**src/rtl/d_exc.sv**
```systemverilog
// D-stage exception resolve and D/E exception-code register.
// Define D_EXC_SYSCALL_EN to add the Syscall input (code 8, below RI).
module d_exc (
  input  logic       clk,
  input  logic       reset,
  input  logic       Default,
  input  logic [6:2] ExcCode_in,
  input  logic       stall,
  input  logic       clr,
`ifdef D_EXC_SYSCALL_EN
  input  logic       Syscall,
`endif
  output logic [6:2] ExcCode_D,
  output logic [6:2] ExcCode_out,
  output logic       exc_valid
);

  localparam logic [6:2] excNone = 5'd0;
  localparam logic [6:2] excSys  = 5'd8;
  localparam logic [6:2] excRi   = 5'd10;

  // F-stage codes are older and win over anything found in D
  always_comb begin
    ExcCode_D = excNone;
    if (ExcCode_in != excNone) begin
      ExcCode_D = ExcCode_in;
    end else if (Default) begin
      ExcCode_D = excRi;
`ifdef D_EXC_SYSCALL_EN
    end else if (Syscall) begin
      ExcCode_D = excSys;
`endif
    end else begin
      ExcCode_D = excNone;
    end
  end

  always_ff @(posedge clk or posedge reset) begin
    if (reset) begin
      ExcCode_out <= excNone;
    end else if (clr) begin
      ExcCode_out <= excNone;
    end else if (!stall) begin
      ExcCode_out <= ExcCode_D;
    end
  end

  assign exc_valid = (ExcCode_out != excNone);

`ifndef D_EXC_SYSCALL_EN
  logic unusedSys;
  assign unusedSys = ^excSys;
`endif

endmodule

```
**config.mk**
```make
export PLATFORM = sky130hd
export DESIGN_NAME = d_exc
export DESIGN_NICKNAME = d
export VERILOG_FILES = /design/src/rtl/d_exc.sv
export SDC_FILE = /design/constraint.sdc
export NUM_CORES = 1
export LEC_CHECK = 0
export CAP_MARGIN = 20
export CELL_PAD_IN_SITES_DETAIL_PLACEMENT = 0
export CELL_PAD_IN_SITES_GLOBAL_PLACEMENT = 1
export CORE_MARGIN = 4
export CORE_UTILIZATION = 18
export DETAILED_ROUTE_END_ITERATION = 8
export PLACE_DENSITY = 0.75
export SYNTH_ARGS = -nofsm -noshare
export SYNTH_HDL_FRONTEND = slang
export SYNTH_SLANG_ARGS = --single-unit
```
**constraint.sdc**
```tcl
create_clock -name clk -period 1.3 [get_ports clk]
set_clock_uncertainty 0.15 [all_clocks]
set_input_delay 0.26 -clock clk [delete_from_list [all_inputs] [get_ports clk]]
set_output_delay 0.26 -clock clk [all_outputs]
set_load 0.02 [all_outputs]
```
==> After elaboration in Yosys (flattened, before gate mapping) <==
Cells that the tools add are included.
{ "classes": {"shift": 0, "eq_ne": 1, "n_bitwise": 0, "mul": 0, "div": 0, "muxes": 4, "reduce_logical": 2, "add_sub_neg": 0, "n_lt_le_gt_ge": 0} }
{ "ops": {"columns": ["operator", "n"], "rows": [
  ["$mux W5", 3],
  ["$reduce_bool A5 Y1", 2],
  ["$mux W4", 1],
  ["$ne A2 B1 Y1 const B", 1]
]} }
{ "word_totals": {"ram_bits": 0, "regBits": 5, "latchBits": 0, "rom_bits": 0, "wordCells": 8, "in_bits": 10, "mem_count": 0} }

==> Logic depth before layout (Yosys ltp) <==
Gate-level depths: netlist of the first run.
{ "logic_depth": {"depth_word": 4, "mapped_depth": 3} }

==> Worst setup path after synthesis of the first run <==
No wires, ideal clock.
{ "synth_timing": {"path_type": "input port to output port", "startpoint": "input ExcCode_in[2] in the netlist's numbering", "endpoint": "output ExcCode_D[3] in the netlist's numbering", "n_path_buf": 0, "slack_ns": -0.296, "stages": 2, "t_arrival_ns": 1.186, "cell_sequence": "or4b_1 -> o21bai_1"} }
{ "synth_between": {"elab_chain_len": 2} }
{ "synth_lines": {"columns": ["element", "line", "text"], "rows": [
  ["start: declaration", "7", "input logic [6:2] ExcCode_in,"],
  ["$reduce_bool A5 Y1", "25", "if (ExcCode_in != excNone) begin"],
  ["$mux W5", "25", null],
  ["end: declaration", "13", "output logic [6:2] ExcCode_D,"]
]} }
No other way between the ends.

==> Final worst setup path of the first run <==
{ "layout_timing": {"startpoint": "input ExcCode_in[4] in the netlist's numbering", "endpoint": "output ExcCode_D[5] in the netlist's numbering"} }
The elaborated chain is that of the path after synthesis.

==> out/qor.yml, run 1 <==
crit_path_end_kind: "output pin"
hold_class: "in -> async"
reg.largest.list: "ExcCode_out x5"
hpwl_um: 650
core-area_um2: 1330
nets: 69
timing.final.ws_setup_ns: -0.320
yosysWarningCount: 0
timing.fmax_mhz: 617
crit_slowest_cell: "or4b_4"
period_needed_ns: 1.62
drt_iter0_markers: 3
ff2ff_path_depth: 4
drc: 0
antenna_found_initial: 0
r2r-end: "ExcCode_out[2]$_DFFE_PP0P_"
vias: 304
drv_cap: 0
cts_tree: "built"
relSlewSlack_pct: 80.9
crit_type: "in -> out"
numCtsBuffers: 3
portBuffers: 20
synthTopCellsByArea: "dfrtp_1, mux2i_1, o21a_1, o21bai_1, clkbuf_1"
pwr-share-seq_pct: 32.8
synthCells: 27
crit_chain: "buf_6 -> or4b_4 -> o21bai_4 -> buf_6"
core.rowCount: 13
violations: "negative setup slack"
top_register: "ExcCode_out"
routed_wl_um: 780
synthDistinctLibCells: 12
syn_area_um2: 259
grtUsageTotal_pct: 8.40
cts_buffer_depth: 2
slowest_delay_ns: 0.57
cts_root_buf: "clkbuf_4"
p_int_mw: 0.389
syn-num-nets: 37
cp_max_fo: 2
cts.sinks: 5
dieArea_um2: 2110
initial_core_util_pct: 19.4
ios: 21
maxSlewViolCount: 0
avgSynthCellArea_um2: 9.59
wl_per_cell_um: 10.7
diodes: 0
synthToLayoutAreaGrowth_pct: 141
final.period_utilization_pct: 125
grt_max_degree: 8
p_sw_share_pct: 26.6
r2r_start: "ExcCode_out[2]$_DFFE_PP0P_"
start_kind: "input port"
clkTransAtPathRegs_ns: 0.04
ys_ff_latch: 5
power.net_switching_mw: 0.141
crit_required_ns: 0.89
dieWidth_um: 45.9
regToRegSetupSlack_ns: 0.20
finalPower_mw: 0.529
irDropWorstVdd_uv: 415
gr-total-overflow: 0
gp_congestion: 0.740
die_h_um: 45.9
final_util_pct: 46.7
firstDrtPassIters: 3
grt_pass1_wl_um: 1210
clk_latency_ns: 0.24
yosys.area.top_type: "dfrtp_1"
avgViaCountPerCell: 4.16
cpMostUsedCell: "buf_6"
arrival_ns: 1.21
finalSetupViolCount: 4
synth_top_area_share_pct: 48.3
largest_register_ffs: 5
clock_power_share_pct: 32.6
p_comb_share_pct: 34.6
hold_viol: 0
grt_pass1_vias: 299
leakagePower_nw: 0.314
powerDensity_nw_per_um2: 850
worst_pin_slew_ns: 0.285
fin_area_um2: 623
status: "finished with violations"
ant_nets: 0
postPlaceCellArea_um2: 559
cts_htree_levels: 1
yosysSeqAreaShare_pct: 48.3
rsz0062_at_grt: "yes"
tns_ns: -0.995
layout-drive-gt1-share_pct: 53.4
[through the flow]
stage               setup slack, ns  hold slack [ns]  cells
floorplan                    -0.156           -0.112     27
global placement              -1.14            0.317     68
detailed placement            -1.16            0.322     68
CTS                          -0.338           0.0646     73
global route                 -0.354           0.0807     73
finish                       -0.320           0.0664     73
[layer usage]
metal / track usage, % / share of wire [%] / vias to the layer above
met5: 0 / 0 / -
met4: 6.82 / 1.9 / 0
met3: 1.58 / 13 / 2
met2: 11.8 / 46 / 16
met1: 10.9 / 38 / 135
li1: - / - / 151
[cell usage after synthesis, drive strengths merged]
cell type	count
o21a	2
mux2i	3
nor4	1
a21oi	2
or4b	1
nor2	3
clkbuf	3
inv	3
dfrtp	5
o21bai	2
nand2	1
dlygate4sd3	1
[cell usage in the layout, fill, tap and decap left out]
master / n
o21bai_4: 2
clkdlybuf4s50_1: 4
clkdlybuf4s15_2: 1
buf_4: 5
a21oi_1: 2
mux2i_1: 3
buf_6: 15
dlymetal6s2s_1: 1
o21a_1: 2
nand2_1: 1
clkbuf_2: 1
buf_2: 1
nor2_1: 3
clkbuf_4: 3
dfrtp_1: 4
dlygate4sd2_1: 3
clkbuf_1: 1
or4b_4: 1
inv_1: 3
dfrtp_2: 1
nor4_2: 1
[power groups by stage]
| stage | registers [mW] | clock network [mW] | logic, mW |
|---|---|---|---|
| floorplan | 0.186 | 0 | 0.0574 |
| global placement | 0.173 | 0 | 0.173 |
| detailed placement | 0.173 | 0 | 0.174 |
| CTS | 0.173 | 0.181 | 0.175 |
| global route | 0.175 | 0.188 | 0.197 |
| finish | 0.173 | 0.173 | 0.183 |
[worst max-delay path by stage]
stage,startpoint,end,depth (start not counted)
after detailed placement,ExcCode_in[2],ExcCode_D[3],4
after floorplan,ExcCode_in[2],ExcCode_D[3],2
after CTS,ExcCode_in[4],ExcCode_D[5],4
after global routing,ExcCode_out[6]$_DFFE_PP0P_,exc_valid,3
after global placement,ExcCode_in[2],ExcCode_D[3],4
final,ExcCode_in[4],ExcCode_D[5],4
[cells by family (layout without fill, tap and decap cells)]
kind of cell / Yosys count / in the layout / synth area share, %
buffers and inverters: 7 / 38 / 12.6
and+or+nand+nor: 6 / 6 / 12.1
DFF: 5 / 5 / 48.3
muxes: 3 / 3 / 11.6
AOI/OAI and AO/OA: 6 / 6 / 15.5
[critical path: cells and delay by family]
kind,cells,cell delay (ns)
compound gates,1,0.16
simple gates,1,0.57
buf+inv,2,0.22
[area by class of cell]
cell class                 instances  area (µm²)
fill                             135         711
timing repair buffer              31         307
multi-input combinational         15         134
sequential                         5         126
clock buffer                       4        26.3
tap                               15        18.8
inverter                           3        11.3
[what timing repair did]
| item | in CTS | in global routing |
|---|---|---|
| pin swaps | 4 | 4 |
| resized for setup | 65 | 9 |
| buffers inserted | 1 | 3 |
| endpoints found under the setup margin | 13 | 9 |
| hold buffers | 0 | 0 |
Note: power is estimated with default switching activity, not from simulation.
==> run 2: changes to the inputs <==
--- a/config.mk
+++ b/config.mk
@@ -11,6 +11,7 @@
 export CORE_MARGIN = 4
 export CORE_UTILIZATION = 18
 export DETAILED_ROUTE_END_ITERATION = 8
+export GPL_TIMING_DRIVEN = 0
 export PLACE_DENSITY = 0.75
 export SYNTH_ARGS = -nofsm -noshare
 export SYNTH_HDL_FRONTEND = slang
==> run 2 against run 1 <==
The run still ends with negative setup slack left. Sequential cell count unchanged. Design area decreased by 11%. Sequential power about the same. Clock power about the same. Hold slack got worse by 0.0030 ns. Power decreased by 4.2%. Critical path depth unchanged. First-iteration DRC count increased by 100%. Sequential share of layout area increased by 2.5 points. Die area unchanged. Worst setup slack improved by 0.0065 ns. Critical endpoint is now ExcCode_D[3]. Largest power group is now sequential cells.
==> out/qor.yml, run 2 (synthesis results as in run 1) <==
status: "finished with violations"
violations: "negative setup slack"
layout-drive-gt1-share_pct: 50.0  # -3.4 points
top_register: "ExcCode_out"
clock_power_share_pct: 34.2  # +1.6 points
timing.fmax_mhz: 620  # +0.40%
fin_area_um2: 554  # -11%
timing.final.ws_setup_ns: -0.314  # +0.00651 ns
rsz0062_at_grt: "yes"
tns_ns: -0.886  # +0.109 ns
worst_pin_slew_ns: 0.340  # +0.0543 ns
final_common_cell: "buf_6"
cts_htree_levels: 1  # unchanged
period_needed_ns: 1.61  # -0.00651 ns
synthToLayoutAreaGrowth_pct: 114
diodes: 0  # unchanged
clk_latency_ns: 0.24  # about the same
antenna_found_initial: 0  # unchanged
postPlaceCellArea_um2: 495  # -11%
wl_per_cell_um: 11.3  # +6.1%
grt_max_degree: 8  # unchanged
portBuffers: 19  # -5.0%
final.period_utilization_pct: 124  # -0.50 points
cts_tree: "built"
crit_path_start: "ExcCode_in[4]"
hold_class: "in -> async"
numCtsBuffers: 3  # unchanged
die_h_um: 45.9  # unchanged
vias: 298  # -2.0%
relSlewSlack_pct: 77.4  # -3.6 points
hold_viol: 0  # unchanged
routed_wl_um: 805  # +3.2%
post-place-ws_ns: -1.22  # -0.0598 ns
cp_max_fo: 2  # unchanged
clkTransAtPathRegs_ns: 0.04  # about the same
final_util_pct: 41.6  # -5.2 points
dieArea_um2: 2110  # unchanged
ant_nets: 0  # unchanged
grtUsageTotal_pct: 8.32  # -0.080 points
drc: 0  # unchanged
r2r_start: "ExcCode_out[6]$_DFFE_PP0P_"
drt_iter0_markers: 6  # +3
p_int_mw: 0.368  # -5.2%
final_cell_mix: "buf_6, buf_2, buf_4"
grt_pass1_wl_um: 1190  # -1.7%
nets: 67  # -2.9%
crit_required_ns: 0.89  # about the same
crit_path_end_kind: "output pin"
p_sw_share_pct: 27.3  # +0.74 points
initial_core_util_pct: 19.4  # unchanged
maxSlewViolCount: 0  # unchanged
crit_type: "in -> out"
powerDensity_nw_per_um2: 915  # +7.7%
reg.largest.list: "ExcCode_out x5"
cts_buffer_depth: 2  # unchanged
cts_root_buf: "clkbuf_4"
pwr-share-seq_pct: 34.2  # +1.4 points
drv_cap: 0  # unchanged
core.rowCount: 13  # unchanged
firstDrtPassIters: 4  # +1
p_comb_share_pct: 31.6  # -3.0 points
irDropWorstVdd_uv: 416  # +0.18%
grt_pass1_vias: 280  # -6.4%
ctsHoldBuffers: 0  # unchanged
start_kind: "input port"
cts.sinks: 5  # unchanged
power.net_switching_mw: 0.139  # -1.6%
core-area_um2: 1330  # unchanged
ios: 21  # unchanged
leakagePower_nw: 0.277  # -12%
hold_ws_ns: 0.0634  # -0.00297 ns
gp_congestion: 0.661  # -11%
gr-total-overflow: 0  # unchanged
dieWidth_um: 45.9  # unchanged
arrival_ns: 1.20  # about the same
avgViaCountPerCell: 4.20  # +0.79%
finalSetupViolCount: 4  # unchanged
largest_register_ffs: 5  # unchanged
-- run 2: power groups by stage --
stage               registers, mW  logic [mW]  clock network (mW)
finish                      0.173       0.160               0.173
global route                0.175       0.172               0.197
CTS                         0.174       0.148               0.183
detailed placement          0.175       0.150                   0
global placement            0.175       0.148                   0
floorplan                   0.186      0.0574                   0
-- run 2: final timing paths --
kind                       cells after the start  slack [ns]                          to
setup / recovery                               4       -0.31                ExcCode_D[3]
hold / removal                                 2        0.06  ExcCode_out[4]$_DFFE_PP0P_
setup reg to reg                               3        0.30  ExcCode_out[6]$_DFFE_PP0P_
hold reg to reg                                2        0.43  ExcCode_out[4]$_DFFE_PP0P_
max in group asynchronous                      2        0.76  ExcCode_out[2]$_DFFE_PP0P_
min in group clk                               3        0.14  ExcCode_out[6]$_DFFE_PP0P_
-- run 2: worst max-delay path, stage by stage --
cell	delay [ns]
buf_6	0.09
or4b_4	0.57
o21bai_4	0.15
buf_6	0.13
-- run 2: cell type report --
cell class                 count  area [µm²]
fill                         146         779
multi-input combinational     15         134
sequential                     5         126
clock buffer                   4        26.3
inverter                       3        11.3
tap                           15        18.8
timing repair buffer          25         218
buffer                         4        20.0
-- run 2: timing repair --
| item | 4_1_cts | 5_1_grt |
|---|---|---|
| buffers inserted | 3 | 4 |
| endpoints found under the setup margin | 13 | 7 |
| pin swaps | 4 | 3 |
| gates resized for setup | 65 | 8 |
| hold endpoints to repair | 0 | 0 |
-- run 2: layer usage --
metal | vias to the layer above | global-route usage [%] | routed length, µm
li1 | 145 | - | -
met1 | 133 | 9.72 | 286
met2 | 18 | 12.6 | 390
met3 | 2 | 3.16 | 112
met4 | 0 | 5.11 | 15
met5 | - | 0 | 0
-- run 2: through the flow --
step                std cells  total power, mW
CTS                        68            0.505
finish                     71            0.507
detailed placement         61            0.325
global placement           61            0.323
floorplan                  27            0.244
global route               71            0.544
==> run 3: changes to the inputs <==
--- a/config.mk
+++ b/config.mk
@@ -8,11 +8,11 @@
 export CAP_MARGIN = 20
 export CELL_PAD_IN_SITES_DETAIL_PLACEMENT = 0
 export CELL_PAD_IN_SITES_GLOBAL_PLACEMENT = 1
-export CORE_MARGIN = 4
 export CORE_UTILIZATION = 18
 export DETAILED_ROUTE_END_ITERATION = 8
 export GPL_TIMING_DRIVEN = 0
 export PLACE_DENSITY = 0.75
+export SKIP_CTS_REPAIR_TIMING = 1
 export SYNTH_ARGS = -nofsm -noshare
 export SYNTH_HDL_FRONTEND = slang
 export SYNTH_SLANG_ARGS = --single-unit
==> run 3 against run 2 <==
The run still ends with negative setup slack left. First-iteration DRC count decreased by 83%. Combinational power decreased by 7%. Core utilization increased by 1.5 points. Design area increased by 2.3%. Non-clock buffer count decreased by 3. Largest cell class unchanged.
==> out/qor.yml, run 3 (synthesis results as in run 1) <==
timing.final.ws_setup_ns: -0.333  # -0.0195 ns
crit_path_end_kind: "output pin"
cts_root_buf: "clkbuf_4"
core-area_um2: 1320  # -1.2%
antenna_found_initial: 0  # unchanged
initial_core_util_pct: 19.7  # +0.24 points
largest_register_ffs: 5  # unchanged
arrival_ns: 1.22  # +0.02 ns
crit_type: "in -> out"
gr-total-overflow: 0  # unchanged
die_h_um: 39.9  # -13%
start_kind: "input port"
layout-drive-gt1-share_pct: 32.1  # -18 points
diodes: 0  # unchanged
relSlewSlack_pct: 78.1  # +0.75 points
period_needed_ns: 1.63  # +0.0195 ns
dieWidth_um: 39.9  # -13%
grt_pass1_vias: 260  # -7.1%
place_inst: 61  # unchanged
fin_area_um2: 567  # +2.3%
firstDrtPassIters: 2  # -2
violations: "negative setup slack"
hold_viol: 0  # unchanged
grt_max_degree: 8  # unchanged
p_comb_share_pct: 30.3  # -1.3 points
hold_class: "in -> async"
powerDensity_nw_per_um2: 870  # -4.9%
numCtsBuffers: 3  # unchanged
clk_latency_ns: 0.23  # about the same
reg.largest.list: "ExcCode_out x5"
final_common_cell: "dlymetal6s2s_1"
final.period_utilization_pct: 126  # +1.5 points
tns_ns: -0.897  # -0.0114 ns
clkTransAtPathRegs_ns: 0.04  # about the same
drc: 0  # unchanged
cts_tree: "built"
drv_cap: 0  # unchanged
cts_htree_levels: 1  # unchanged
avgViaCountPerCell: 4.07  # -2.9%
ff_latch_area_um2: 126  # unchanged
leakagePower_nw: 0.359  # +30%
p_sw_share_pct: 26.4  # -0.93 points
postPlaceCellArea_um2: 495  # unchanged
nets: 64  # -4.5%
core.rowCount: 13  # unchanged
status: "finished with violations"
irDropWorstVdd_uv: 423  # +1.7%
drt_iter0_markers: 1  # -5
cp_max_fo: 2  # unchanged
routed_wl_um: 675  # -16%
wl_per_cell_um: 9.93  # -12%
post-place-ws_ns: -1.20  # +0.0161 ns
timing.fmax_mhz: 612  # -1.2%
grt_pass1_wl_um: 993  # -17%
rsz0062_at_grt: "yes"
cts_buffer_depth: 2  # unchanged
ant_nets: 0  # unchanged
cts.sinks: 5  # unchanged
p_int_mw: 0.363  # -1.5%
top_register: "ExcCode_out"
ios: 21  # unchanged
gp_congestion: 0.707  # +7.0%
dieArea_um2: 1590  # -24%
finalNonFillerCells: 68  # -4.2%
crit_chain: "buf_8 -> or4b_4 -> o21bai_4 -> buf_6"
vias: 277  # -7.0%
power.net_switching_mw: 0.130  # -6.1%
final_cell_mix: "dlymetal6s2s_1, dfrtp_1, clkbuf_1, clkdlybuf4s50_1, buf_6"
multi_input_area_um2: 128  # -4.7%
grtUsageTotal_pct: 10.0  # +1.7 points
crit_required_ns: 0.89  # about the same
fillCellCount: 137  # -6.2%
slowest_delay_ns: 0.57  # about the same
synthToLayoutAreaGrowth_pct: 119
crit_slowest_cell: "or4b_4"
maxSlewViolCount: 0  # unchanged
finalSetupViolCount: 3  # -1
final_util_pct: 43.0  # +1.5 points
worst_pin_slew_ns: 0.328  # -0.0113 ns
clock_power_share_pct: 34.8  # +0.6 points
portBuffers: 19  # unchanged
hpwl_um: 539
pwr-share-seq_pct: 34.9  # +0.7 points
run 3: cell count changes in the layout (fill, tap and decap cells not counted), moves of 2 or more:
cell / previous run / this run
dlygate4sd2_1: 2 / 0
buf_2: 5 / 0
buf_6: 9 / 4
buf_4: 5 / 3
dlymetal6s2s_1: 0 / 9
run 3: layer usage:
layer | vias up | GRT usage (%) | wire length [µm]
met5 | - | 0 | 0
met1 | 117 | 10.7 | 276
li1 | 144 | - | -
met4 | 0 | 10.3 | 6
met3 | 2 | 2.78 | 75
met2 | 14 | 15.3 | 316
run 3: final cells by class:
class	count	area share (%)
plain buffers	4	4.19
clock buffers	4	4.64
inverters	3	1.99
multi-input cells	15	22.5
flip-flops and latches	5	22.3
well taps	15	3.31
repair buffers	22	41.1
run 3: worst paths after layout:
check                      depth (start not counted)                    endpoint                  startpoint  slack (ns)
min                                                2  ExcCode_out[3]$_DFFE_PP0P_                       reset        0.07
min in group clk                                   3  ExcCode_out[6]$_DFFE_PP0P_               ExcCode_in[6]        0.14
max reg2reg                                        3  ExcCode_out[5]$_DFFE_PP0P_  ExcCode_out[5]$_DFFE_PP0P_        0.43
max                                                4                ExcCode_D[5]               ExcCode_in[4]       -0.33
max in group asynchronous                          2  ExcCode_out[2]$_DFFE_PP0P_                       reset        0.75
min reg2reg                                        2  ExcCode_out[2]$_DFFE_PP0P_  ExcCode_out[2]$_DFFE_PP0P_        0.39
run 3: power groups by stage:
stage / logic (mW) / registers [mW] / clock network, mW
after floorplan: 0.0574 / 0.186 / 0
after global placement: 0.148 / 0.175 / 0
after detailed placement: 0.149 / 0.175 / 0
after CTS: 0.149 / 0.173 / 0.183
after global routing: 0.163 / 0.173 / 0.188
final: 0.149 / 0.172 / 0.172
run 3: worst max-delay path: cells and delay by family:
kind | cells | cell delay (ns)
compound gates | 1 | 0.17
simple gates | 1 | 0.57
buf+inv | 2 | 0.22
run 3: through the flow:
| step | hold WS, ns | power (mW) |
|---|---|---|
| 5_1_grt | 0.100 | 0.525 |
| 4_1_cts | 0.0608 | 0.505 |
| 6_report | 0.0651 | 0.493 |
| 2_1_floorplan | -0.112 | 0.244 |
| 3_3_place_gp | 0.316 | 0.323 |
| 3_5_place_dp | 0.319 | 0.324 |
